`src/rtl/spi_master_cfg.sv`:
```
// spi_master_cfg
// Configurable SPI master: programmable word width, all four CPOL/CPHA modes,
// runtime SCLK divider and multi-word frames under a single chip-select.
// All logic runs on the rising edge of clk; SCLK is a registered output
// produced by a half-period down-counter, never derived from clk itself.
//
// Build option:
//   SPI_MASTER_LOOPBACK_EN  adds input 'loopback'; when high the receive path
//                           samples the internal mosi register instead of miso.
//
// Frame timeline (H = clk_div+1, W = frame_len+1):
//   SETUP  H cycles, cs_n low, sclk idle
//   SHIFT  2*DATA_W*W half-periods; every half-period ends in an SCLK edge,
//          so the last edge of a word is the one closing its final half-period
//   HOLD   H cycles, sclk back at idle level, mosi low
//   DONE   1 cycle, cs_n high, done pulse
module spi_master_cfg #(
  parameter int DATA_W = 8,
  parameter int DIV_W  = 8,
  parameter int LEN_W  = 4
) (
  input  logic              clk,
  input  logic              rst,
  input  logic              start,
  input  logic              cpol,
  input  logic              cpha,
  input  logic [DIV_W-1:0]  clk_div,
  input  logic [LEN_W-1:0]  frame_len,
  input  logic [DATA_W-1:0] data_in,
  input  logic              miso,
`ifdef SPI_MASTER_LOOPBACK_EN
  input  logic              loopback,
`endif
  output logic              mosi,
  output logic              sclk,
  output logic              cs_n,
  output logic [DATA_W-1:0] data_out,
  output logic              data_out_valid,
  output logic              din_ack,
  output logic              busy,
  output logic              done
);

  // Half-period index within one word: 0 .. 2*DATA_W-1.
  localparam int HW = $clog2(2 * DATA_W);
  localparam logic [HW-1:0] HALF_LAST      = HW'(2 * DATA_W - 1);
  localparam logic [HW-1:0] HALF_LAST_LEAD = HW'(2 * DATA_W - 2);

  typedef enum logic [2:0] {
    ST_IDLE  = 3'd0,
    ST_SETUP = 3'd1,
    ST_SHIFT = 3'd2,
    ST_HOLD  = 3'd3,
    ST_DONE  = 3'd4
  } state_t;

  state_t              state_r;
  logic                cpol_r;
  logic                cpha_r;
  logic [DIV_W-1:0]    div_r;
  logic [LEN_W-1:0]    len_r;
  logic [DIV_W-1:0]    cnt_r;
  logic [HW-1:0]       half_r;
  logic [LEN_W-1:0]    word_r;
  logic [DATA_W-1:0]   tx_sr_r;
  logic [DATA_W-1:0]   rx_sr_r;
  logic                mosi_r;
  logic                sclk_r;
  logic                cs_n_r;
  logic [DATA_W-1:0]   data_out_r;
  logic                data_out_valid_r;
  logic                din_ack_r;
  logic                busy_r;
  logic                done_r;

  logic                tick_s;
  logic                sample_s;
  logic                last_sample_s;
  logic                word_end_s;
  logic                last_word_s;
  logic                rx_bit_s;
  logic [DATA_W-1:0]   rx_next_s;

  // Half-period counter expiry; every expiry in SHIFT is an SCLK edge.
  assign tick_s = (cnt_r == {DIV_W{1'b0}});

  // Even half_r values are leading edges (sclk moves away from idle level).
  // cpha=0 samples on leading edges, cpha=1 on trailing edges.
  assign sample_s      = cpha_r ? half_r[0] : ~half_r[0];
  assign last_sample_s = cpha_r ? (half_r == HALF_LAST) : (half_r == HALF_LAST_LEAD);
  assign word_end_s    = (half_r == HALF_LAST);

  // frame_len is words-minus-one, so the last word index equals frame_len;
  // an all-ones frame_len therefore yields 2^LEN_W words without overflow.
  assign last_word_s = (word_r == len_r);

`ifdef SPI_MASTER_LOOPBACK_EN
  assign rx_bit_s = loopback ? mosi_r : miso;
`else
  assign rx_bit_s = miso;
`endif

  assign rx_next_s = {rx_sr_r[DATA_W-2:0], rx_bit_s};

  // Frame sequencer: state, SCLK generation, shift registers and all outputs.
  always_ff @(posedge clk or negedge rst) begin
    if (!rst) begin
      state_r          <= ST_IDLE;
      cpol_r           <= 1'b0;
      cpha_r           <= 1'b0;
      div_r            <= {DIV_W{1'b0}};
      len_r            <= {LEN_W{1'b0}};
      cnt_r            <= {DIV_W{1'b0}};
      half_r           <= {HW{1'b0}};
      word_r           <= {LEN_W{1'b0}};
      tx_sr_r          <= {DATA_W{1'b0}};
      rx_sr_r          <= {DATA_W{1'b0}};
      mosi_r           <= 1'b0;
      sclk_r           <= 1'b0;
      cs_n_r           <= 1'b1;
      data_out_r       <= {DATA_W{1'b0}};
      data_out_valid_r <= 1'b0;
      din_ack_r        <= 1'b0;
      busy_r           <= 1'b0;
      done_r           <= 1'b0;
    end else begin
      data_out_valid_r <= 1'b0;
      din_ack_r        <= 1'b0;
      done_r           <= 1'b0;
      case (state_r)
        ST_IDLE: begin
          // Idle SCLK level follows cpol live until a frame starts.
          cpol_r <= cpol;
          sclk_r <= cpol;
          mosi_r <= 1'b0;
          if (start) begin
            cpha_r    <= cpha;
            div_r     <= clk_div;
            len_r     <= frame_len;
            cnt_r     <= clk_div;
            tx_sr_r   <= data_in;
            // cpha=0 must present the MSB before the first leading edge.
            mosi_r    <= cpha ? 1'b0 : data_in[DATA_W-1];
            din_ack_r <= 1'b1;
            cs_n_r    <= 1'b0;
            busy_r    <= 1'b1;
            state_r   <= ST_SETUP;
          end else begin
            cs_n_r <= 1'b1;
            busy_r <= 1'b0;
          end
        end

        ST_SETUP: begin
          if (tick_s) begin
            cnt_r   <= div_r;
            half_r  <= {HW{1'b0}};
            word_r  <= {LEN_W{1'b0}};
            state_r <= ST_SHIFT;
          end else begin
            cnt_r <= cnt_r - DIV_W'(1);
          end
        end

        ST_SHIFT: begin
          if (tick_s) begin
            cnt_r  <= div_r;
            sclk_r <= ~sclk_r;
            if (sample_s) begin
              rx_sr_r <= rx_next_s;
              if (last_sample_s) begin
                data_out_r       <= rx_next_s;
                data_out_valid_r <= 1'b1;
              end
            end
            if (word_end_s) begin
              // Edge closing the word's last half-period.
              half_r <= {HW{1'b0}};
              if (last_word_s) begin
                sclk_r  <= cpol_r;
                mosi_r  <= 1'b0;
                state_r <= ST_HOLD;
              end else begin
                // Next word follows with no gap; for cpha=0 this trailing
                // edge is also where its MSB has to appear.
                word_r    <= word_r + LEN_W'(1);
                tx_sr_r   <= data_in;
                din_ack_r <= 1'b1;
                if (!cpha_r) begin
                  mosi_r <= data_in[DATA_W-1];
                end
              end
            end else begin
              half_r <= half_r + HW'(1);
              if (!sample_s) begin
                // Shift edge: cpha=0 moves to the next bit, cpha=1 puts out
                // the current one ahead of its trailing-edge sample.
                mosi_r  <= cpha_r ? tx_sr_r[DATA_W-1] : tx_sr_r[DATA_W-2];
                tx_sr_r <= {tx_sr_r[DATA_W-2:0], 1'b0};
              end
            end
          end else begin
            cnt_r <= cnt_r - DIV_W'(1);
          end
        end

        ST_HOLD: begin
          if (tick_s) begin
            cs_n_r  <= 1'b1;
            done_r  <= 1'b1;
            state_r <= ST_DONE;
          end else begin
            cnt_r <= cnt_r - DIV_W'(1);
          end
        end

        ST_DONE: begin
          sclk_r  <= cpol_r;
          mosi_r  <= 1'b0;
          cs_n_r  <= 1'b1;
          busy_r  <= 1'b0;
          state_r <= ST_IDLE;
        end

        default: begin
          sclk_r  <= cpol_r;
          mosi_r  <= 1'b0;
          cs_n_r  <= 1'b1;
          busy_r  <= 1'b0;
          state_r <= ST_IDLE;
        end
      endcase
    end
  end

  assign mosi           = mosi_r;
  assign sclk           = sclk_r;
  assign cs_n           = cs_n_r;
  assign data_out       = data_out_r;
  assign data_out_valid = data_out_valid_r;
  assign din_ack        = din_ack_r;
  assign busy           = busy_r;
  assign done           = done_r;

endmodule
```
`config.mk`:
```
export PLATFORM = sky130hd
export DESIGN_NAME = spi_master_cfg
export DESIGN_NICKNAME = d
export VERILOG_FILES = /design/src/rtl/spi_master_cfg.sv
export SDC_FILE = /design/constraint.sdc
export NUM_CORES = 1
export LEC_CHECK = 0
export ABC_AREA = 1
export BUFFER_PORTS_ARGS = -buffer_cell sky130_fd_sc_hd__buf_2
export CORE_MARGIN = 1.5
export CORE_UTILIZATION = 50
export CTS_BUF_LIST = sky130_fd_sc_hd__clkbuf_8
export DETAILED_ROUTE_END_ITERATION = 10
export PLACE_DENSITY = 0.68
export SKIP_CTS_REPAIR_TIMING = 1
export SLEW_MARGIN = 20
export SYNTH_ARGS = -nofsm -noshare
export SYNTH_HDL_FRONTEND = slang
export SYNTH_SLANG_ARGS = --single-unit
export TNS_END_PERCENT = 30
```
`constraint.sdc`:
```
create_clock -name clk -period 4.22 [get_ports clk]
set_input_delay 0.844 -clock clk [delete_from_list [all_inputs] [get_ports clk]]
set_output_delay 0.844 -clock clk [all_outputs]
set_load 0.01 [all_outputs]
```
==> impl_metrics.toml <==
[status]
status = "complete, no violations"

[yosys]
synth-edff-count = 0
synth_top_family_by_area = "simple AND/OR/NAND/NOR gates"
synth_top_area_cell = "dfrtp_1"
syn_nets = 456
yosys_register_bits = 63
synth_most_common_cell = "nand2_1"
synthMuxAreaShare_pct = 0
avgSynthCellArea_sq_um = 7.71
ys_types = 32
synth_compound_area_share_pct = 9.48
syn_inst = 426
synth_top_cells_by_count = "161 x nand2_1, 62 x dfrtp_1, 54 x inv_1"
synthAdderAreaFrac_pct = 1.52
synth.area.top_cells = "dfrtp_1 47%, nand2_1 18%, inv_1 6.2%"
ys_warn_count = 0
ys_seq_area_share_pct = 48.0
synthArstFlopShare_pct = 100
yosysTopAreaCellShare_pct = 47.2
synth_area_sq_mm = 0.00329
synthSimpleGateAreaFrac_pct = 30.2
synth_ff_type = "dfrtp_1"
synth_xor_area_share_pct = 2.13

[floorplanning]
die_x_um = 84.1
fp.dieArea_sq_mm = 0.00707
die_y_um = 84.1
rows = 29
initial_core_util_pct = 51.7
pin_count = 41
core_sq_mm = 0.00635

[global_routing]
grt_pass1_vias = 2646
track_usage_pct = 21.8
antenna_found_initial = 0
grt_start_max_net_pins = 33
overflow = 0
grt_pass1_wl_mm = 12.2

[pwr]
p_leak_nw = 2.00
power_density_mw_per_mm2 = 329
peakVddDrop_uv = 254

[drt]
remaining_drc_errors = 0
routed_wirelength_mm = 6.96
wl_per_cell_um = 12.6
vias = 2784
drt_pre_antenna_iters = 5
antenna_left = 0
dr.first_iter.drc_count = 193
viasPerCell = 5.05

[sta]
max_freq_ghz = 0.382
whs_ns = 0.475
hold_viol_final = 0
max-slew-margin-rel_pct = 48.7
finalCritPeriodShare_pct = 62.0
rsz0062_at_grt = "false"
setup_viol = 0
finalMaxSlewViolations = 0
setup_tns_ns = 0
fin_skew_ns = 0.0108
layout_min_cycle_time_ns = 2.62
worstMarginPinSlew_ns = 0.767

[worst_setup_path]
crit_family = "simple AND/OR/NAND/NOR gates"
cp-start-kind = "flip-flop"
critPathMaxStageDelay_ns = 0.60
reg2reg_to = "tx_sr_r[1]$_DFFE_PN0P_"
r2r_slack_ns = 1.60
crit_type = "reg -> reg"
crit_buf_inv = 2
crit_fanout = 11
cpMaxStageDelayCell = "nor2_1"
reg2regPathDepth = 9
crit_chain = "ha_1 -> nand3_1 -> inv_1 -> nor2_1 -> inv_1 -> nand3_2 -> nand2_2 -> nand2_1 -> nand2_1"
setup.worst_path.end_class = "flip-flop"
cp.required_ns = 4.46
crit-reg2reg-launch = "half_r[0]$_DFFE_PN0P_"
arrival_ns = 2.86

[worst_hold_path]
holdPathEnd = "tx_sr_r[0]$_DFFE_PN0P_"
holdPathStages = 2
holdCritPathClass = "reg -> reg"
hold_path.startpoint = "tx_sr_r[0]$_DFFE_PN0P_"

[cts]
clk_pin_slew_ns = 0.07
clock_latency_ns = 0.34
cts_tree = "done"
cts-root-buf = "clkbuf_8"
cts_buffers = 9
cts.sinks = 63
htreeDepth = 3
clock_path_buffers = 2

[run]
maxCapViolCount = 0

[final_layout]
drive_gt1_share_pct = 16.9
area_growth_pct = 13.6
fillers = 605
num_antenna_cells = 0
layout.nets = 499
utilization_pct = 58.8

[placed_design]
dp_hpwl_mm = 4.92
port_buffers = 40
place.gp.congestion = 0.804
-- how the worst max path moves through the flow --
stage | from | to | slack, ns | cells after the start
final | half_r[0]$_DFFE_PN0P_ | tx_sr_r[1]$_DFFE_PN0P_ | 1.60 | 9
after global placement | half_r[0]$_DFFE_PN0P_ | tx_sr_r[2]$_DFFE_PN0P_ | 1.61 | 9
after CTS | half_r[0]$_DFFE_PN0P_ | tx_sr_r[1]$_DFFE_PN0P_ | 1.57 | 9
after detailed placement | half_r[0]$_DFFE_PN0P_ | tx_sr_r[1]$_DFFE_PN0P_ | 1.57 | 9
after global routing | half_r[0]$_DFFE_PN0P_ | tx_sr_r[5]$_DFFE_PN0P_ | 1.34 | 9
after floorplan | cnt_r[0]$_DFFE_PN0P_ | data_out[5]$_DFFE_PN0P_ | 2.52 | 10
-- worst min-delay path, stage by stage (launching register included) --
cell	delay [ns]
dfrtp_1	0.35
nand2_1	0.05
nand2_1	0.05
-- layout by cell type (no fill, tap or decap), types with 2 or more instances in the layout --
cell	synthesis	routed
nor2_1	16	16
nand3_1	29	29
nand2_2	4	4
a21oi_1	10	10
o21ai_2	7	7
nand3b_1	2	2
xnor2_1	2	2
nand2_1	161	161
buf_2	3	40
clkinv_2	0	3
o21ai_1	3	3
nand3_2	2	2
bufinv_16	0	2
inv_6	1	2
ha_1	4	4
inv_1	54	55
a31oi_1	2	2
clkbuf_8	0	9
nor2_4	4	4
nor2_2	2	2
o21ai_0	33	33
dfrtp_1	62	62
xor2_1	6	6
nand4_1	6	6
-- power by group --
group | switching [mW] | leakage, nW | total, mW | internal [mW]
registers | 0.00451 | 0.787 | 0.616 | 0.612
clock network | 0.239 | 0.115 | 0.568 | 0.329
logic | 0.0269 | 1.10 | 0.0431 | 0.0162
-- state kept, by name, indices dropped and copies added, names as in the netlist --
name and cells:
rx_sr_r 7, tx_sr_r 8, cnt_r 8, mosi 1, len_r 4, busy 1
done 1, data_out 8, cs_n 1, din_ack 1, sclk 1, state_r 3
half_r 4, data_out_valid 1, cpha_r 1, word_r 4, div_r 8, cpol_r 1
-- per-stage QoR --
step                      instances  power [mW]  cell area, sq um  setup WS [ns]
after global placement          535       0.671              3520           1.61
final                           551        1.23              3730           1.60
after CTS                       551        1.24              3730           1.57
after detailed placement        535       0.672              3520           1.57
after global routing            551        1.28              3730           1.34
after floorplan                 426       0.642              3290           2.52
-- cell families (layout without fill, tap and decap cells) --
family / Yosys count / after routing
XOR/XNOR: 8 / 8
buffers and inverters: 65 / 113
AND/OR/NAND/NOR: 230 / 230
AO/OA/AOI/OAI: 56 / 56
flip-flops: 63 / 63
adder cells (fa/ha/maj): 4 / 4
-- routing by layer --
layer | routed length, um | GRT usage (%) | vias up
met1 | 3270 | 29.1 | 1295
met5 | 0 | 0 | -
met3 | 312 | 5.24 | 11
met2 | 3250 | 34.5 | 55
met4 | 123 | 8.05 | 0
li1 | - | - | 1423
-- final cells by class --
cell class              instances  area, sq um  area share [%]
clock buffers                   9          124            3.32
clock inverters                 7         87.6            2.35
inverters                      56          215            5.76
multi-input cells             298         1430            38.2
flip-flops and latches         63         1580            42.3
well taps                      77         96.3            2.58
repair buffers                 41          208            5.56
(Power assumes the default switching activity.)
